**config.mk**
```make
export PLATFORM = sky130hd
export DESIGN_NAME = rs_syndrome_gen
export DESIGN_NICKNAME = d
export VERILOG_FILES = /design/src/rtl/rs_pkg.sv /design/src/rtl/gf_mul_const.sv /design/src/rtl/rs_syndrome_gen.sv
export SDC_FILE = /design/constraint.sdc
export NUM_CORES = 1
export LEC_CHECK = 0
export CORE_ASPECT_RATIO = 0.75
export CORE_MARGIN = 2
export CORE_UTILIZATION = 57
export CTS_CLUSTER_DIAMETER = 80
export DETAILED_ROUTE_END_ITERATION = 6
export GPL_TIMING_DRIVEN = 0
export PLACE_DENSITY = 0.81
export SLEW_MARGIN = 0
export SYNTH_ARGS = -nofsm -noshare
export SYNTH_HDL_FRONTEND = slang
export SYNTH_HIERARCHICAL = 1
export SYNTH_SLANG_ARGS = --single-unit
```
**constraint.sdc**
```tcl
create_clock -name clk -period 3.24 [get_ports clk]
set_input_delay 0.81 -clock clk [delete_from_list [all_inputs] [get_ports clk]]
set_output_delay 0.81 -clock clk [all_outputs]
set_load 0.1 [all_outputs]
```
**src/rtl/rs_pkg.sv**
```systemverilog
// Shared GF(2^8) constants, state type and constant-multiply helper for the RS syndrome path.
package rs_pkg;

    // Low byte of the primitive polynomial x^8+x^4+x^3+x^2+1; the x^8 term is implicit.
    localparam logic [7:0] GF_POLY = 8'h1D;

    localparam logic [7:0] ALPHA_POW [1:6] = '{8'h02, 8'h04, 8'h08, 8'h10, 8'h20, 8'h40};

    typedef enum logic {
        StAccum = 1'b0,
        StHold  = 1'b1
    } rs_state_e;

    function automatic logic [7:0] gf_xtime(input logic [7:0] a);
        return {a[6:0], 1'b0} ^ (a[7] ? GF_POLY : 8'h00);
    endfunction

    // With a constant c this reduces to a fixed XOR network.
    function automatic logic [7:0] gf_mul_by_const(input logic [7:0] a, input logic [7:0] c);
        logic [7:0] t;
        logic [7:0] p;
        t = a;
        p = 8'h00;
        for (int i = 0; i < 8; i++) begin
            if (c[i]) begin
                p = p ^ t;
            end
            t = gf_xtime(t);
        end
        return p;
    endfunction

endpackage

```
**src/rtl/gf_mul_const.sv**
```systemverilog
// Combinational GF(2^8) multiply by the constant alpha^K, K in 1..6.
module gf_mul_const
    import rs_pkg::*;
#(
    parameter int unsigned K = 1
) (
    input  logic [7:0] a_i,
    output logic [7:0] p_o
);

    assign p_o = gf_mul_by_const(a_i, ALPHA_POW[K]);

endmodule

```
**src/rtl/rs_syndrome_gen.sv**
```systemverilog
// RS(N, N-6) syndrome generator: Horner evaluation of the received word at alpha^1..alpha^6,
// handing each syndrome set to the S_to_Sigma stage, parking it in HOLD while that stage is busy.
module rs_syndrome_gen
    import rs_pkg::*;
#(
    parameter int unsigned N = 255
) (
    input  logic       clk,
    input  logic       rst_n,
    input  logic       sym_valid,
    input  logic [7:0] sym_in,
    output logic       sym_ready,
    input  logic       sigma_ready,
    output logic       signal,
    output logic [7:0] w1,
    output logic [7:0] w2,
    output logic [7:0] w3,
    output logic [7:0] w4,
    output logic [7:0] w5,
    output logic [7:0] w6,
    output logic       err_flag
);

    localparam int unsigned CntW = $clog2(N);
    localparam logic [CntW-1:0] CntLast = CntW'(N - 1);

    rs_state_e             state_q, state_d;
    logic [CntW-1:0]       cnt_q, cnt_d;
    logic [5:0][7:0]       acc_q, acc_d;
    logic [5:0][7:0]       w_q, w_d;
    logic                  signal_q, signal_d;
    logic                  err_q, err_d;
    logic [5:0][7:0]       mul_out;
    logic [5:0][7:0]       acc_upd;
    logic                  accept;

    for (genvar j = 0; j < 6; j++) begin : g_mul
        gf_mul_const #(
            .K(j + 1)
        ) u_mul (
            .a_i(acc_q[j]),
            .p_o(mul_out[j])
        );
    end

    assign sym_ready = (state_q == StAccum);
    assign accept    = sym_valid & sym_ready;

    always_comb begin
        for (int j = 0; j < 6; j++) begin
            acc_upd[j] = mul_out[j] ^ sym_in;
        end
    end

    always_comb begin
        state_d  = state_q;
        cnt_d    = cnt_q;
        acc_d    = acc_q;
        w_d      = w_q;
        signal_d = 1'b0;
        err_d    = err_q;

        unique case (state_q)
            StAccum: begin
                if (accept) begin
                    if (cnt_q == CntLast) begin
                        cnt_d = '0;
                        if (sigma_ready) begin
                            w_d      = acc_upd;
                            signal_d = 1'b1;
                            err_d    = |acc_upd;
                            acc_d    = '0;
                        end else begin
                            acc_d   = acc_upd;
                            state_d = StHold;
                        end
                    end else begin
                        acc_d = acc_upd;
                        cnt_d = cnt_q + CntW'(1);
                    end
                end
            end
            StHold: begin
                if (sigma_ready) begin
                    w_d      = acc_q;
                    signal_d = 1'b1;
                    err_d    = |acc_q;
                    acc_d    = '0;
                    state_d  = StAccum;
                end
            end
            default: state_d = StAccum;
        endcase
    end

    always_ff @(posedge clk or negedge rst_n) begin
        if (!rst_n) begin
            state_q  <= StAccum;
            cnt_q    <= '0;
            acc_q    <= '0;
            w_q      <= '0;
            signal_q <= 1'b0;
            err_q    <= 1'b0;
        end else begin
            state_q  <= state_d;
            cnt_q    <= cnt_d;
            acc_q    <= acc_d;
            w_q      <= w_d;
            signal_q <= signal_d;
            err_q    <= err_d;
        end
    end

    assign signal   = signal_q;
    assign err_flag = err_q;
    assign w1       = w_q[0];
    assign w2       = w_q[1];
    assign w3       = w_q[2];
    assign w4       = w_q[3];
    assign w5       = w_q[4];
    assign w6       = w_q[5];

endmodule
```
==> impl_metrics.env <==
export IMPL_r2r_start="acc_q[39]"
export IMPL_start_util_pct=58.6
export IMPL_grtUsageTotal_pct=28.9
export IMPL_grt_max_degree=56
export IMPL_crit_path_cell_trace="clkbuf_1, inv_1, clkdlybuf4s50_1"
export IMPL_rr_worst_depth=7
export IMPL_end_kind="output pin"
export IMPL_crit_family="buffers and inverters"
export IMPL_syn_avg_cell_area_sq_um=8.87
export IMPL_grt_pass1_vias=4767
export IMPL_rr_endpoint="err_flag"
export IMPL_final_cells=841
export IMPL_hpwlAfterDp_mm=10.5
export IMPL_area_delta_synth_final_pct=17.9
export IMPL_fp_dieH_um=90.3
export IMPL_dieArea_sq_um=10700
export IMPL_synthAdderAreaFrac_pct=0.442
export IMPL_fmax_mhz=317
export IMPL_synthCells=638
export IMPL_rows=31
export IMPL_gp_congestion=0.909
export IMPL_cpMaxStageDelayCell="clkdlybuf4s50_1"
export IMPL_synth_area_top_cells="dfrtp_1 (47%), xnor2_1 (12%), o21ai_0 (8.7%)"
export IMPL_outcome="complete, no violations"
export IMPL_path_clk_slew_ps=70
export IMPL_antenna_left=0
export IMPL_drt_first_pass_iters=4
export IMPL_period_needed_ps=3150
export IMPL_critPathKind="flop to output pin"
export IMPL_synth_top_family_by_area="XOR/XNOR gates"
export IMPL_cpPeakStageDelay_ps=1200
export IMPL_synth_top_cell_by_area="dfrtp_1"
export IMPL_routedWlPerCell_um=17.5
export IMPL_drive_gt1_share_pct=6.21
export IMPL_hold_start="w4[1]"
export IMPL_path_buf_inv=3
export IMPL_top_level_ports=63
export IMPL_coreArea_sq_um=9660
export IMPL_avgViaCountPerCell=5.81
export IMPL_synth_warnings=6
export IMPL_finalCritPeriodShare_pct=97.3
export IMPL_tightest_slew_ps=978
export IMPL_syn_area_sq_um=5660
export IMPL_routed_wl_mm=14.7
export IMPL_holdPathStages=2
export IMPL_post_cts_buffers=0
export IMPL_vias=4883
export IMPL_rsz0062_at_grt="no"
export IMPL_arrival_ps=2340
export IMPL_cts_buffers=9
export IMPL_muxShareOfSynthArea_pct=0.177
export IMPL_final_nets=718
export IMPL_ys_types=31
export IMPL_peakVddDrop_uv=658
export IMPL_synth_fp_nets=652
export IMPL_hold_buffers=0
export IMPL_p_per_area_nw_per_um2=1170
export IMPL_p_leak_uw=0.00282
export IMPL_synth_xor_area_share_pct=16.7
export IMPL_rrSetupSlack_ps=550
export IMPL_final_max_slew_viol_count=0
export IMPL_synthSimpleGateAreaFrac_pct=15.5
export IMPL_slew_headroom_pct=34.6
export IMPL_port_buffers=54
export IMPL_drc_errors=0
export IMPL_crit_fanout=7
export IMPL_clk_path_buf_depth=2
export IMPL_synth_compound_area_share_pct=14.6
export IMPL_clock_sinks=107
export IMPL_start_kind="flop"
export IMPL_antennaDiodeCount=0
export IMPL_min_to="w4[1]"
export IMPL_dp_cells=825
export IMPL_cts_tree="done"
export IMPL_cts_resized=0
export IMPL_initialDrtViolationCount=447
export IMPL_die_width_um=119
export IMPL_utilization_pct=69.1
export IMPL_grt_first_pass_wirelength_mm=24.3
export IMPL_h_tree_depth=3
export IMPL_crit_required_ps=2430
export IMPL_ys_seq_area_share_pct=47.3
export IMPL_drv_cap=0
export IMPL_fin_skew_ps=4.90
export IMPL_synth_top_area_share_pct=47.3
export IMPL_setup_viol=0
export IMPL_root_buffer="clkbuf_16"
export IMPL_ys_ff_latch=107
export IMPL_min_path_type="flop to flop"
export IMPL_overflow=0
export IMPL_grt_antenna_before_repair=0
export IMPL_clk_latency_ps=350
export IMPL_whs_ps=480
export IMPL_p_total_uw=7820
export IMPL_hold_violations=0
export IMPL_tns_ps=0
[flip-flops by register name, summed over array words and instances (netlist names)]
| register | cells |
|---|---|
| acc_q | 48 |
| w3 | 8 |
| cnt_q | 8 |
| signal | 1 |
| w4 | 8 |
| state_q | 1 |
| w6 | 8 |
| err_flag | 1 |
| w2 | 8 |
| w1 | 8 |
| w5 | 8 |
[worst min-delay path: stages (launching register included)]
cell and delay, ps:
dfrtp_1 340, nand2_1 40, o21ai_0 60
[Yosys cell counts (all sizes together)]
cell	count
dfrtp	107
nand2	104
o21ai	101
xnor2	75
a21oi	52
nor2	52
clkbuf	29
buf	27
xor2	26
nand4	14
nor4	12
nand3	7
inv	4
nor3	4
or4	4
a31oi	3
or3	3
ha	2
nand2b	2
o31ai	2
xor3	2
a22o	1
a22oi	1
and3	1
and4	1
mux2i	1
o31a	1
[final cells by class]
type	instances	area [sq um]
buffer	56	279
clock buffer	12	256
clock inverter	4	25.0
fill	755	2990
inverter	4	15.0
multi-input combinational	471	2690
sequential	107	2680
tap	132	165
timing repair buffer	55	566
[cell usage in the layout, fill, tap and decap left out, types with 2 or more instances in the layout]
master and n:
nand2_1 104, nand4_1 14, or4_1 4, buf_4 16
nor3_1 4, xor2_2 2, clkinvlp_4 2, or3_1 3
xor2_1 24, nand2b_1 2, buf_1 2, xnor2_1 75
nor4_1 12, a31oi_1 3, clkbuf_16 9, o21ai_1 3
buf_2 10, dfrtp_1 107, xor3_1 2, clkdlybuf4s50_1 53
o21ai_0 98, a21oi_1 52, clkinv_2 2, clkbuf_8 2
o31ai_1 2, inv_1 4, nor2_1 52, ha_1 2
nand3_1 7, clkbuf_1 30
[metal layers]
layer | track usage, % | wire length, um | share of wire (%) | vias to the layer above
li1 | - | - | - | 2272
met1 | 40.4 | 6470 | 44 | 2362
met2 | 43.9 | 6700 | 46 | 221
met3 | 7.70 | 1200 | 8.2 | 28
met4 | 9.52 | 326 | 2.2 | 0
met5 | 0 | 0 | 0 | -
[how the worst max path moves through the flow]
stage / from / end / slack, ps / cells after the start
floorplan: state_q / w6[0] / 890 / 9
global placement: rst_n / w5[4] / -2510 / 1
detailed placement: sym_valid / acc_q[9] / 260 / 8
CTS: state_q / sym_ready / 110 / 3
global route: state_q / sym_ready / 40 / 3
finish: state_q / sym_ready / 90 / 3
[kinds of logic after synthesis]
group / Yosys count
compound gates: 161
xor+xnor: 103
buf+inv: 60
fa+ha+maj: 2
mux: 1
simple gates: 204
flops: 107
[stage by stage]
stage | instance area [sq um] | worst slack [ps]
after floorplan | 5660 | 886
after global placement | 6360 | -2510
after detailed placement | 6390 | 262
after CTS | 6670 | 115
after global routing | 6670 | 44.8
final | 6670 | 88.8
[power breakdown]
| part | internal (uW) | switching (uW) |
|---|---|---|
| clock | 561 | 480 |
| sequential | 1770 | 595 |
| combinational | 1650 | 2770 |
| total | 3980 | 3840 |
No activity file was read; power rests on OpenSTA's default activity.
==> RTL edit: new RTL, same flow settings <==
`w_q` no longer has a reset.
--- a/src/rtl/rs_syndrome_gen.sv
+++ b/src/rtl/rs_syndrome_gen.sv
@@ -100,3 +100,2 @@
             acc_q    <= '0;
-            w_q      <= '0;
             signal_q <= 1'b0;
@@ -107,3 +106,2 @@
             acc_q    <= acc_d;
-            w_q      <= w_d;
             signal_q <= signal_d;
@@ -111,2 +109,6 @@
         end
+    end
+
+    always_ff @(posedge clk) begin
+        w_q <= w_d;
     end
Behaviour: no difference found for any inputs over 10 cycles, from zero or initial values and one cycle with rst_n low; that may be too few to reach the edited logic, so the function may still have changed.
==> RTL edit against the unedited design <==
Sequential cell count stayed put. Final area is 1.4% lower. Synthesized area decreased by 1.6%. Total power fell by 13%. Wire length down 13%. Worst setup slack improved by 0.15 ns. Combinational power shrank 25%. Critical path type unchanged. Largest cell class is now registers.
==> RTL edit: results (changes against the unedited design) <==
Parameter                              Value

Run status
  Run status ... completed

Yosys
  Number of flops mapped to enable cells by yosys ... 48 (+48)
  Synthesized Nets ... 446 (-32%)
  Yosys cell types ... 35 (+13%)
  Biggest area contributors in the synthesized netlist ... dfrtp_1 27%, edfxtp_1 26%, xor2_1 11%, mux2_2 9.3%, a22o_1 7.4%
  Main synth FF type ... dfrtp_1
  Share of flip-flops with an asynchronous set or reset after synthesis ... 55.14% (-45 points)

GRT
  First-pass GRT wire length ... 20.10 mm (-17%)
  Met2 usage in global routing ... 40.04% (-3.9 points)
  Total routing usage reported by global routing ... 25.04% (-3.8 points)
  Pin count of the biggest net entering global routing ... 33 (-41%)
  GRT met3 Usage ... 4.987% (-2.7 points)
  Vias in the first global route ... 3711 (-22%)

Drt
  Wire length on met2 ... 5.861 mm (-12%)
  Met3 Routed Length ... 751 microns (-37%)
  Overall via count from detail_route ... 3757 (-23%)
  DR iter-0 viols ... 319 (-29%)
  Routed metal-1 wirelength ... 5.932 mm (-8.3%)

Timing
  Min Hold Slack ... 0.4807 ns (+0.001052 ns)
  Worst Skew ... 0.01051 ns (+0.005608 ns)
  Slew at the pin closest to its max-slew limit ... 0.9907 ns (+0.01220 ns)

Setup path
  Register-to-register setup slack ... 0.91 ns (+0.36 ns)
  Biggest fanout along the worst timing path ... 10 (+3)
  Reg-to-reg critical path startpoint ... acc_q[46]
  Data arrival time of the worst path ... 2.19 ns (-0.15 ns)
  Endpoint of the lowest-slack register-to-register path ... err_flag

Final layout
  Total Nets Final ... 513 (-29%)
  Number of fill cells ... 705 (-6.6%)
  Finished Layout Cells ... 636 (-24%)
  Layout cells sized above 1 ... 21.03% (+15 points)

Placement
  Half-perimeter wire length after placement ... 8.848 mm (-16%)
  Number of cells after detailed placement ... 620 (-25%)
  Routability congestion estimate ... 0.8824 (-3.0%)
  Placed inst area ... 6314 sq um (-1.2%)

Hold path
  Startpoint of the tightest hold check path ... cnt_q[6]
  Count of cells along the worst hold path ... 1 (-1)
  Worst hold path endpoint ... cnt_q[6]

Power
  Largest voltage drop on the vdd net ... 585.9 uV (-11%)
  Static leakage power ... 0.002622 uW (-6.8%)
[RTL edit: how the worst max path moves through the flow]
stage               from         to  slack (ns)
2_1_floorplan  sym_valid   err_flag        0.54
3_3_place_gp   sym_valid   err_flag       -0.65
3_5_place_dp     state_q  sym_ready        0.05
4_1_cts          state_q  sym_ready        0.24
5_1_grt          state_q  sym_ready        0.13
6_report         state_q  sym_ready        0.24
[RTL edit: metrics by stage]
stage	total power (uW)	setup WS, ns
2_1_floorplan	5006	0.5359
3_3_place_gp	5595	-0.6504
3_5_place_dp	5709	0.04924
4_1_cts	6741	0.2436
5_1_grt	7181	0.1282
6_report	6784	0.2408
[RTL edit: power by group]
part / total (uW) / switching, uW / internal [uW]
clock: 984 / 470 / 513
combinational: 3320 / 1650 / 1680
sequential: 2480 / 518 / 1960
total: 6780 / 2630 / 4150
[RTL edit: critical path: stages (launching register included)]
cell             delay, ns
dfrtp_1               0.37
buf_2                 0.18
inv_1                 0.11
buf_2                 0.25
buf_2                 0.32
clkdlybuf4s15_2       0.60
[RTL edit: layout make-up]
class	instances	area, sq um	share of cell area, %
clock inverters	6	32.53	0.4947
inverters	4	15.01	0.2283
well taps	132	165.2	2.511
flip-flops and latches	107	2918	44.37
repair buffers	56	576.8	8.771
plain buffers	42	275.3	4.186
multi-input cells	279	2365	35.96
clock buffers	10	229.0	3.482
[RTL edit: cell families after synthesis]
group           share of synthesized area (%)
xor+xnor                                17.02
fa+ha+maj                              0.4496
mux                                     9.308
simple gates                            5.980
compound gates                          9.600
buf+inv                                 5.216
flops                                   52.43
[RTL edit: what timing repair did]
item / CTS / global route
hold buffers: 0 / 0
setup endpoints to repair: 1 / 0
resized for setup: 3 / 0
